==> src/rtl/ohm_div_arbiter.sv <==
// ohm_div_arbiter: round-robin front end that shares one non-pipelined ohm_div
// resistance divider between NCH igniter channels. One conversion is in flight
// at a time: accept -> launch -> wait DIV_LAT cycles -> return tagged result.
// Optional build macro OHM_ARB_CH0_PRIO_EN gives channel 0 fixed top priority
// (rr_ptr is left untouched when channel 0 is served).
module ohm_div_arbiter #(
    parameter int NCH     = 4,
    parameter int DIV_LAT = 17,
    parameter int CHW     = 3
) (
    input  logic              clk,
    input  logic              reset,
    input  logic [NCH-1:0]    req_valid,
    input  logic [NCH*12-1:0] req_v,
    input  logic [NCH*12-1:0] req_i,
    output logic [NCH-1:0]    req_ready,
    output logic              div_valid,
    output logic [11:0]       div_v,
    output logic [11:0]       div_i,
    input  logic              div_valid_out,
    input  logic [11:0]       div_r_out,
    output logic              rsp_valid,
    output logic [CHW-1:0]    rsp_ch,
    output logic [11:0]       rsp_r,
    output logic              rsp_lowi,
    output logic              busy,
    output logic              proto_err
);

    localparam int CNTW = $clog2(DIV_LAT + 1);
    localparam logic [CNTW-1:0] LAT_C = CNTW'(DIV_LAT);

    typedef enum logic [1:0] {S_IDLE, S_LAUNCH, S_WAIT, S_DONE} state_t;

    state_t           state_q, state_d;
    logic [CHW-1:0]   rr_q, rr_d;
    logic [CHW-1:0]   ch_q, ch_d;
    logic [CNTW-1:0]  cnt_q, cnt_d;
    logic [CNTW-1:0]  ign_q, ign_d;
    logic [11:0]      v_q, v_d;
    logic [11:0]      i_q, i_d;
    logic [11:0]      rsp_r_q, rsp_r_d;
    logic             rsp_lowi_q, rsp_lowi_d;
    logic [CHW-1:0]   rsp_ch_q, rsp_ch_d;
    logic             proto_err_q, proto_err_d;

    logic             found;
    logic [CHW-1:0]   sel;
    logic [11:0]      sel_v, sel_i;
    logic             sample;

    // Pick the winning channel: first pending at or above rr_ptr, else lowest pending (wrap).
    always_comb begin
        found = 1'b0;
        sel   = '0;
`ifdef OHM_ARB_CH0_PRIO_EN
        if (req_valid[0]) begin
            found = 1'b1;
        end
`endif
        for (int k = 0; k < NCH; k++) begin
            if (!found && req_valid[k] && (CHW'(k) >= rr_q)) begin
                found = 1'b1;
                sel   = CHW'(k);
            end
        end
        for (int k = 0; k < NCH; k++) begin
            if (!found && req_valid[k]) begin
                found = 1'b1;
                sel   = CHW'(k);
            end
        end
    end

    // Route the winner's sample pair and drive the one-hot accept while idle.
    always_comb begin
        sel_v     = '0;
        sel_i     = '0;
        req_ready = '0;
        for (int k = 0; k < NCH; k++) begin
            if (CHW'(k) == sel) begin
                sel_v = req_v[k*12 +: 12];
                sel_i = req_i[k*12 +: 12];
                req_ready[k] = (state_q == S_IDLE) && found;
            end
        end
    end

    // Conversion sequencer, result capture and protocol monitor.
    always_comb begin
        state_d     = state_q;
        rr_d        = rr_q;
        ch_d        = ch_q;
        cnt_d       = cnt_q;
        v_d         = v_q;
        i_d         = i_q;
        rsp_r_d     = rsp_r_q;
        rsp_lowi_d  = rsp_lowi_q;
        rsp_ch_d    = rsp_ch_q;
        sample      = (state_q == S_WAIT) && (cnt_q == LAT_C);
        // A strobe from a conversion aborted by reset may still arrive shortly after it.
        ign_d       = (ign_q != '0) ? ign_q - CNTW'(1) : ign_q;
        proto_err_d = proto_err_q | (div_valid_out && !sample && (ign_q == '0));

        case (state_q)
            S_IDLE: begin
                if (found) begin
                    ch_d    = sel;
                    v_d     = sel_v;
                    i_d     = sel_i;
                    state_d = S_LAUNCH;
                end
            end
            S_LAUNCH: begin
                cnt_d   = CNTW'(1);
                state_d = S_WAIT;
            end
            S_WAIT: begin
                if (sample) begin
                    rsp_r_d    = div_valid_out ? div_r_out : 12'h7FF;
                    rsp_lowi_d = !div_valid_out;
                    rsp_ch_d   = ch_q;
                    state_d    = S_DONE;
                end else begin
                    cnt_d = cnt_q + CNTW'(1);
                end
            end
            S_DONE: begin
`ifdef OHM_ARB_CH0_PRIO_EN
                if (ch_q != '0) begin
                    rr_d = (ch_q == CHW'(NCH - 1)) ? '0 : ch_q + CHW'(1);
                end
`else
                rr_d = (ch_q == CHW'(NCH - 1)) ? '0 : ch_q + CHW'(1);
`endif
                state_d = S_IDLE;
            end
            default: state_d = S_IDLE;
        endcase
    end

    // State registers with synchronous reset.
    always_ff @(posedge clk) begin
        if (reset) begin
            state_q     <= S_IDLE;
            rr_q        <= '0;
            ch_q        <= '0;
            cnt_q       <= '0;
            ign_q       <= LAT_C;
            v_q         <= '0;
            i_q         <= '0;
            rsp_r_q     <= '0;
            rsp_lowi_q  <= 1'b0;
            rsp_ch_q    <= '0;
            proto_err_q <= 1'b0;
        end else begin
            state_q     <= state_d;
            rr_q        <= rr_d;
            ch_q        <= ch_d;
            cnt_q       <= cnt_d;
            ign_q       <= ign_d;
            v_q         <= v_d;
            i_q         <= i_d;
            rsp_r_q     <= rsp_r_d;
            rsp_lowi_q  <= rsp_lowi_d;
            rsp_ch_q    <= rsp_ch_d;
            proto_err_q <= proto_err_d;
        end
    end

    assign div_valid = (state_q == S_LAUNCH);
    assign div_v     = v_q;
    assign div_i     = i_q;
    assign rsp_valid = (state_q == S_DONE);
    assign rsp_ch    = rsp_ch_q;
    assign rsp_r     = rsp_r_q;
    assign rsp_lowi  = rsp_lowi_q;
    assign busy      = (state_q != S_IDLE);
    assign proto_err = proto_err_q;

endmodule
==> config.mk <==
export PLATFORM = sky130hd
export DESIGN_NAME = ohm_div_arbiter
export DESIGN_NICKNAME = d
export VERILOG_FILES = /design/src/rtl/ohm_div_arbiter.sv
export SDC_FILE = /design/constraint.sdc
export NUM_CORES = 1
export LEC_CHECK = 0
export BUFFER_PORTS_ARGS = -buffer_cell sky130_fd_sc_hd__buf_2
export CAP_MARGIN = 15
export CORE_MARGIN = 2
export CORE_UTILIZATION = 46
export DETAILED_ROUTE_END_ITERATION = 10
export PLACE_DENSITY = 0.8
export SYNTH_ARGS = -nofsm -noshare
export SYNTH_HDL_FRONTEND = slang
export SYNTH_SLANG_ARGS = --single-unit
==> constraint.sdc <==
create_clock -name clk -period 3.1 [get_ports clk]
set_input_delay 0.775 -clock clk [delete_from_list [all_inputs] [get_ports clk]]
set_output_delay 0.775 -clock clk [all_outputs]
set_load 0.005 [all_outputs]
Yosys cells after proc, flatten, opt, wreduce, memory -nomap -nowiden
Index checks and enable logic that the tools add are counted.

Add/sub/neg operators: 3. Multiply operators: 0. Divide/modulo/power cells: 0. Order comparisons: 4. Eq/ne operators: 11. Shift operators: 0. Muxes and demuxes: 34. Bitwise operators: 1. Reduce and logical (&&, ||, !) cells: 34.

Operators by type and width (number): 12-bit two-way mux (9); 3-bit two-way mux (7); 1-bit logical AND (15); 1-bit two-way mux (13); 5-bit case mux with 2 select lines (1); 1-bit zero test (9); 2-bit case mux with 4 select lines (1); 2-bit AND reduction (4); 2-bit by 3-bit == test with 1-bit output, first input constant (2); 1-bit by 3-bit greater-or-equal comparator with 1-bit output, first input constant (2); 2-bit by 3-bit greater-or-equal comparator with 1-bit output, first input constant (2); 2-bit inequality test, second input constant (3); 5-bit by 1-bit adder with 5-bit output, second input constant (1); 5-bit == test, second input constant (1); 5-bit zero test (1); 5-bit two-way mux (1); 5-bit nonzero test (1); 5-bit by 1-bit subtractor with 5-bit output, second input constant (1); 2-bit == test, second input constant (2); 2-bit two-way mux (2); 2-bit nonzero test (2); 3-bit by 1-bit adder with 3-bit output, second input constant (1); 1-bit by 3-bit == test with 1-bit output, first input constant (1); 3-bit by 2-bit == test with 1-bit output, second input constant (1); 4 further kinds (4).

Register bits after elaboration: 59. Latch bits: 0. RAM bits: 0. Bits in read-only memories: 0. Bits of input ports: 115. Output and inout bits: 48. Word-level logic and storage cells: 98. Memories kept: 0.

Longest topological paths before layout
Depth after elaboration: 32. Gate-level depth with buffers: 8. Mapped depth without buffers: 7.

Worst setup path before layout
No wires, ideal clock.

Path kind: input to output. From: input req_valid[2]. To: output req_ready[3]. Arrival: 1.940 ns. Path slack: 0.385 ns. Cell stages on the path: 7. Path buffers: 2. Cells stage by stage: nor2b_2 > or4_1 > buf_2 > buf_6 > nand2_2 > nand2_1 > nor3_2.

Word-level cells in the longest chain between the ends: 21. Elaborated cells on any way between the ends: 28. Classes of those cells: 1 x eq/ne; 13 x mux; 14 x reduce/logical.

Ends and longest elaborated chain: from (decl) (line 13) `input logic [NCH-1:0] req_valid,`; 1-bit logical AND (2 in series) (line 62) `if (!found && req_valid[k] && (CHW'(k) >= rr_q)) begin`; 1-bit two-way mux (line 62); 1-bit zero test (line 62); 1-bit logical AND (2 in series) (line 62); 1-bit two-way mux (line 62); 1-bit zero test (line 68) `if (!found && req_valid[k]) begin`; 1-bit logical AND (line 68); 1-bit two-way mux (line 68); (+3 left out); 1-bit zero test (line 68); 1-bit logical AND (line 68); 1-bit two-way mux (line 68); 1-bit zero test (line 68); 1-bit logical AND (line 68); 3-bit two-way mux / 1-bit two-way mux (equally long branches) (line 68); 2-bit by 3-bit == test with 1-bit output / 1-bit logical AND (equally long branches) (line 81, 84); 1-bit two-way mux * (line 81) `if (CHW'(k) == sel) begin`; to (decl) (line 16) `output logic [NCH-1:0] req_ready,`.

Mark *: on every way between the ends. The rest lies on a longest branch, timed or not.

Final worst setup path
From: input req_valid[0]. To: output req_ready[3].

Word-level cells in the longest chain between the ends: 28. Elaborated cells on any way between the ends: 36. Classes of those cells: 1 x eq/ne; 16 x mux; 19 x reduce/logical.

Ends and longest elaborated chain (line): 1-bit logical AND (62); 1-bit two-way mux (62); 1-bit zero test (62); 1-bit logical AND (2 in series) (62); 1-bit two-way mux (62); 1-bit zero test (62); 1-bit logical AND (2 in series) (62); 1-bit two-way mux (62); (+10 left out); 1-bit zero test (68); 1-bit logical AND (68); 1-bit two-way mux (68); 1-bit zero test (68); 1-bit logical AND (68); 3-bit two-way mux / 1-bit two-way mux (equally long branches) (68); 2-bit by 3-bit == test with 1-bit output / 1-bit logical AND (equally long branches) (81, 84); 1-bit two-way mux * (81).

Marks and branches as above.

==> qor.txt <==
arrival time at the worst endpoint - 2050 ps
library cell with the highest instance count after synthesis - sky130_fd_sc_hd__dfxtp_1
number of input and output port buffers inserted - 161
endpoint type of the worst setup path - output port
diodes inserted - 0
synth-to-layout area growth - 28.04%
width of the die - 88.79 um
final total negative setup slack - 0 ps
number of failing hold endpoints at the final stage - 0
clk slew on worst S/H paths - 110 ps
max_cap viols - 0
clock root buffer master - sky130_fd_sc_hd__clkbuf_8
Congestion Overflow GR - 0
H-tree depth reported by CTS - 2
Hold-fix buffers, CTS - 0
Distinct cells, synth - 43
max_slew headroom - 28.95%
area of the die - 7883 sq um
top post-synthesis cells by count - sky130_fd_sc_hd__dfxtp_1, sky130_fd_sc_hd__nor2_1, sky130_fd_sc_hd__nand3_1
cell type with the largest total area after synthesis - sky130_fd_sc_hd__dfxtp_1
post-synthesis share of cell area spent on and, or, nand and nor gates - 18.09%
Final Critical Period - 2825 ps
result of the run - complete, no violations
sequential-to-total area share from yosys stat - 33.90%
overall track demand over capacity in global routing - 25.02%
total setup buffers inserted after CTS - 0
height of the chip - 88.79 um
DRC violation total after the first TritonRoute iteration - 352
number of standard cells after synthesis - 407
pre-CTS worst setup slack - 264.1 ps
IO Count - 163
compound-cell area share of the yosys netlist - 35.11%
multiplexer share of the synthesized area - 0.9081%
path type of the worst setup path - in2out
main combinational cell family by area after synthesis - compound AO/OA/AOI/OAI gates
number of buffers on the longest clock path - 2
DP Area - 4140 sq um
worst ir drop on vdd - 0.0002915 V
total setup violations reported at the end of the flow - 0
final slew viol count - 0
type of the most critical hold path - reg2reg
Starting Density - 48.14%
nets - 672
summed area of non-filler cells in the final layout - 4234 sq um
commonest register cell after synthesis - sky130_fd_sc_hd__dfxtp_1
worst skew pair latency - 320 ps
top-area cell type share of the netlist area - 33.90%
Overall Power - 2.694 mW
setup slack after layout - 275.3 ps
Resize count post-CTS - 0
Vias - 3,682
unrepaired setup endpoints after global routing - no
adder and majority cell fraction of the synthesized area - 3.027%
final HPWL from detailed placement - 7186 um
drt via density - 5.700
startpoint class of the critical path - input port
post-synthesis register bit count - 56
Synth Area per Inst - 8.125 sq um
worst hold slack - 466.6 ps
antenna violation net count after detailed routing - 0
Detailed Route WL - 10,140 um
Final period util - 91.12%
pin count of the biggest net entering global routing - 38
clock skew after layout - 11.32 ps
share of the synthesized netlist area taken by xor and xnor gates - 1.059%
leading post-synthesis cells by cell area - sky130_fd_sc_hd__dfxtp_1, sky130_fd_sc_hd__o2bb2ai_1, sky130_fd_sc_hd__nor2_1
CP Data Required Time - 2320 ps
highest attainable clock frequency - 354.0 MHz
vias in the first global route - 3,385
post-DR wirelength/cell - 15.69 um
area of the placeable core - 6869 sq um
last weighted congestion value of the routability-driven placer - 0.8711
pin slew with the least headroom to its limit - 1066 ps
number of placement rows - 30
area of the mapped netlist - 3307 sq um
clk sinks - 56
drt pass-1 iters - 7
total CTS buffers - 5
async set-reset flop share out of synthesis - 0%
Post-route DRC - 0
warning count from the yosys run - 0
first-pass GRT wire length - 15,720 um
power density over the cells - 636.3 nW/um^2
peak fanout along the critical path - 6
initial antenna violation count - 0
fraction of layout instances using a drive strength above 1 - 37.45%
Synth Net Count - 530
EDFF count, synth - 0
leakage power summed over all cells - 1.954 nW
CTS tree - done
area by class of cell:
class	instances	area, sq um
inverters	20	75.07
multi-input cells	294	1936
clock inverters	3	25.02
repair buffers	172	888.4
well taps	96	120.1
clock buffers	5	68.82
fillers	629	2635
flip-flops and latches	56	1121
routing by layer:
layer / track usage (%) / share of wire, %
met5: 0 / 0
met4: 10.33 / 2.4
met3: 4.664 / 8.8
met2: 41.72 / 47
met1: 31.73 / 42
where the power goes:
part	leakage, nW	total (mW)	internal [mW]	switching (mW)
combinational	1.45	1.27	0.532	0.743
sequential	0.459	0.992	0.883	0.110
clock	0.0452	0.427	0.166	0.261
total	1.95	2.69	1.58	1.11
critical path, stage by stage:
cell,delay (ps)
sky130_fd_sc_hd__buf_2,140
sky130_fd_sc_hd__nor2b_4,150
sky130_fd_sc_hd__or4_1,550
sky130_fd_sc_hd__nand2_2,90
sky130_fd_sc_hd__nand2_1,90
sky130_fd_sc_hd__nor3_2,120
sky130_fd_sc_hd__buf_2,140
worst paths after layout:
path                 from      endpoint  slack [ps]  cells past startpoint
min reg2reg     rsp_r[11]     rsp_r[11]         470                      2
max reg2reg    state_q[0]      div_v[7]         820                      8
max          req_valid[0]  req_ready[3]         280                      7
min             rsp_r[11]     rsp_r[11]         470                      2
registers in the layout, indices dropped and copies added, names as in the netlist:
signal,flops
ch_q,2
rsp_lowi,1
rsp_r,12
div_v,12
cnt_q,5
proto_err,1
rr_q,2
ign_q,5
rsp_ch,2
state_q,2
div_i,12
cells in the final DEF (no fill, tap or decap), types with 13 or more instances in the layout:
cell type                   count
sky130_fd_sc_hd__a21o_1        25
sky130_fd_sc_hd__inv_1         20
sky130_fd_sc_hd__a31oi_1       25
sky130_fd_sc_hd__a211oi_1      16
sky130_fd_sc_hd__nand2_1       13
sky130_fd_sc_hd__buf_2        161
sky130_fd_sc_hd__nor2_1        50
sky130_fd_sc_hd__nand3_1       27
sky130_fd_sc_hd__o21ai_0       23
sky130_fd_sc_hd__dfxtp_1       56
sky130_fd_sc_hd__o2bb2ai_1     24
stage by stage:
| step | cells | util [%] |
|---|---|---|
| 3_5_place_dp | 638 | 60.27 |
| 2_1_floorplan | 407 | - |
| 5_1_grt | 646 | 61.64 |
| 4_1_cts | 646 | 61.64 |
| 6_report | 646 | 61.64 |
| 3_3_place_gp | 638 | 60.27 |
cells by family (layout without fill, tap and decap cells):
logic type	count (synthesis)	count (layout)
adder cells (fa/ha/maj)	8	8
buffers and inverters	57	200
XOR/XNOR	4	4
AND/OR/NAND/NOR	121	121
AO/OA/AOI/OAI	157	157
multiplexers	3	3
flip-flops	56	56
other	1	1
Note: power is estimated with default switching activity, not from simulation.
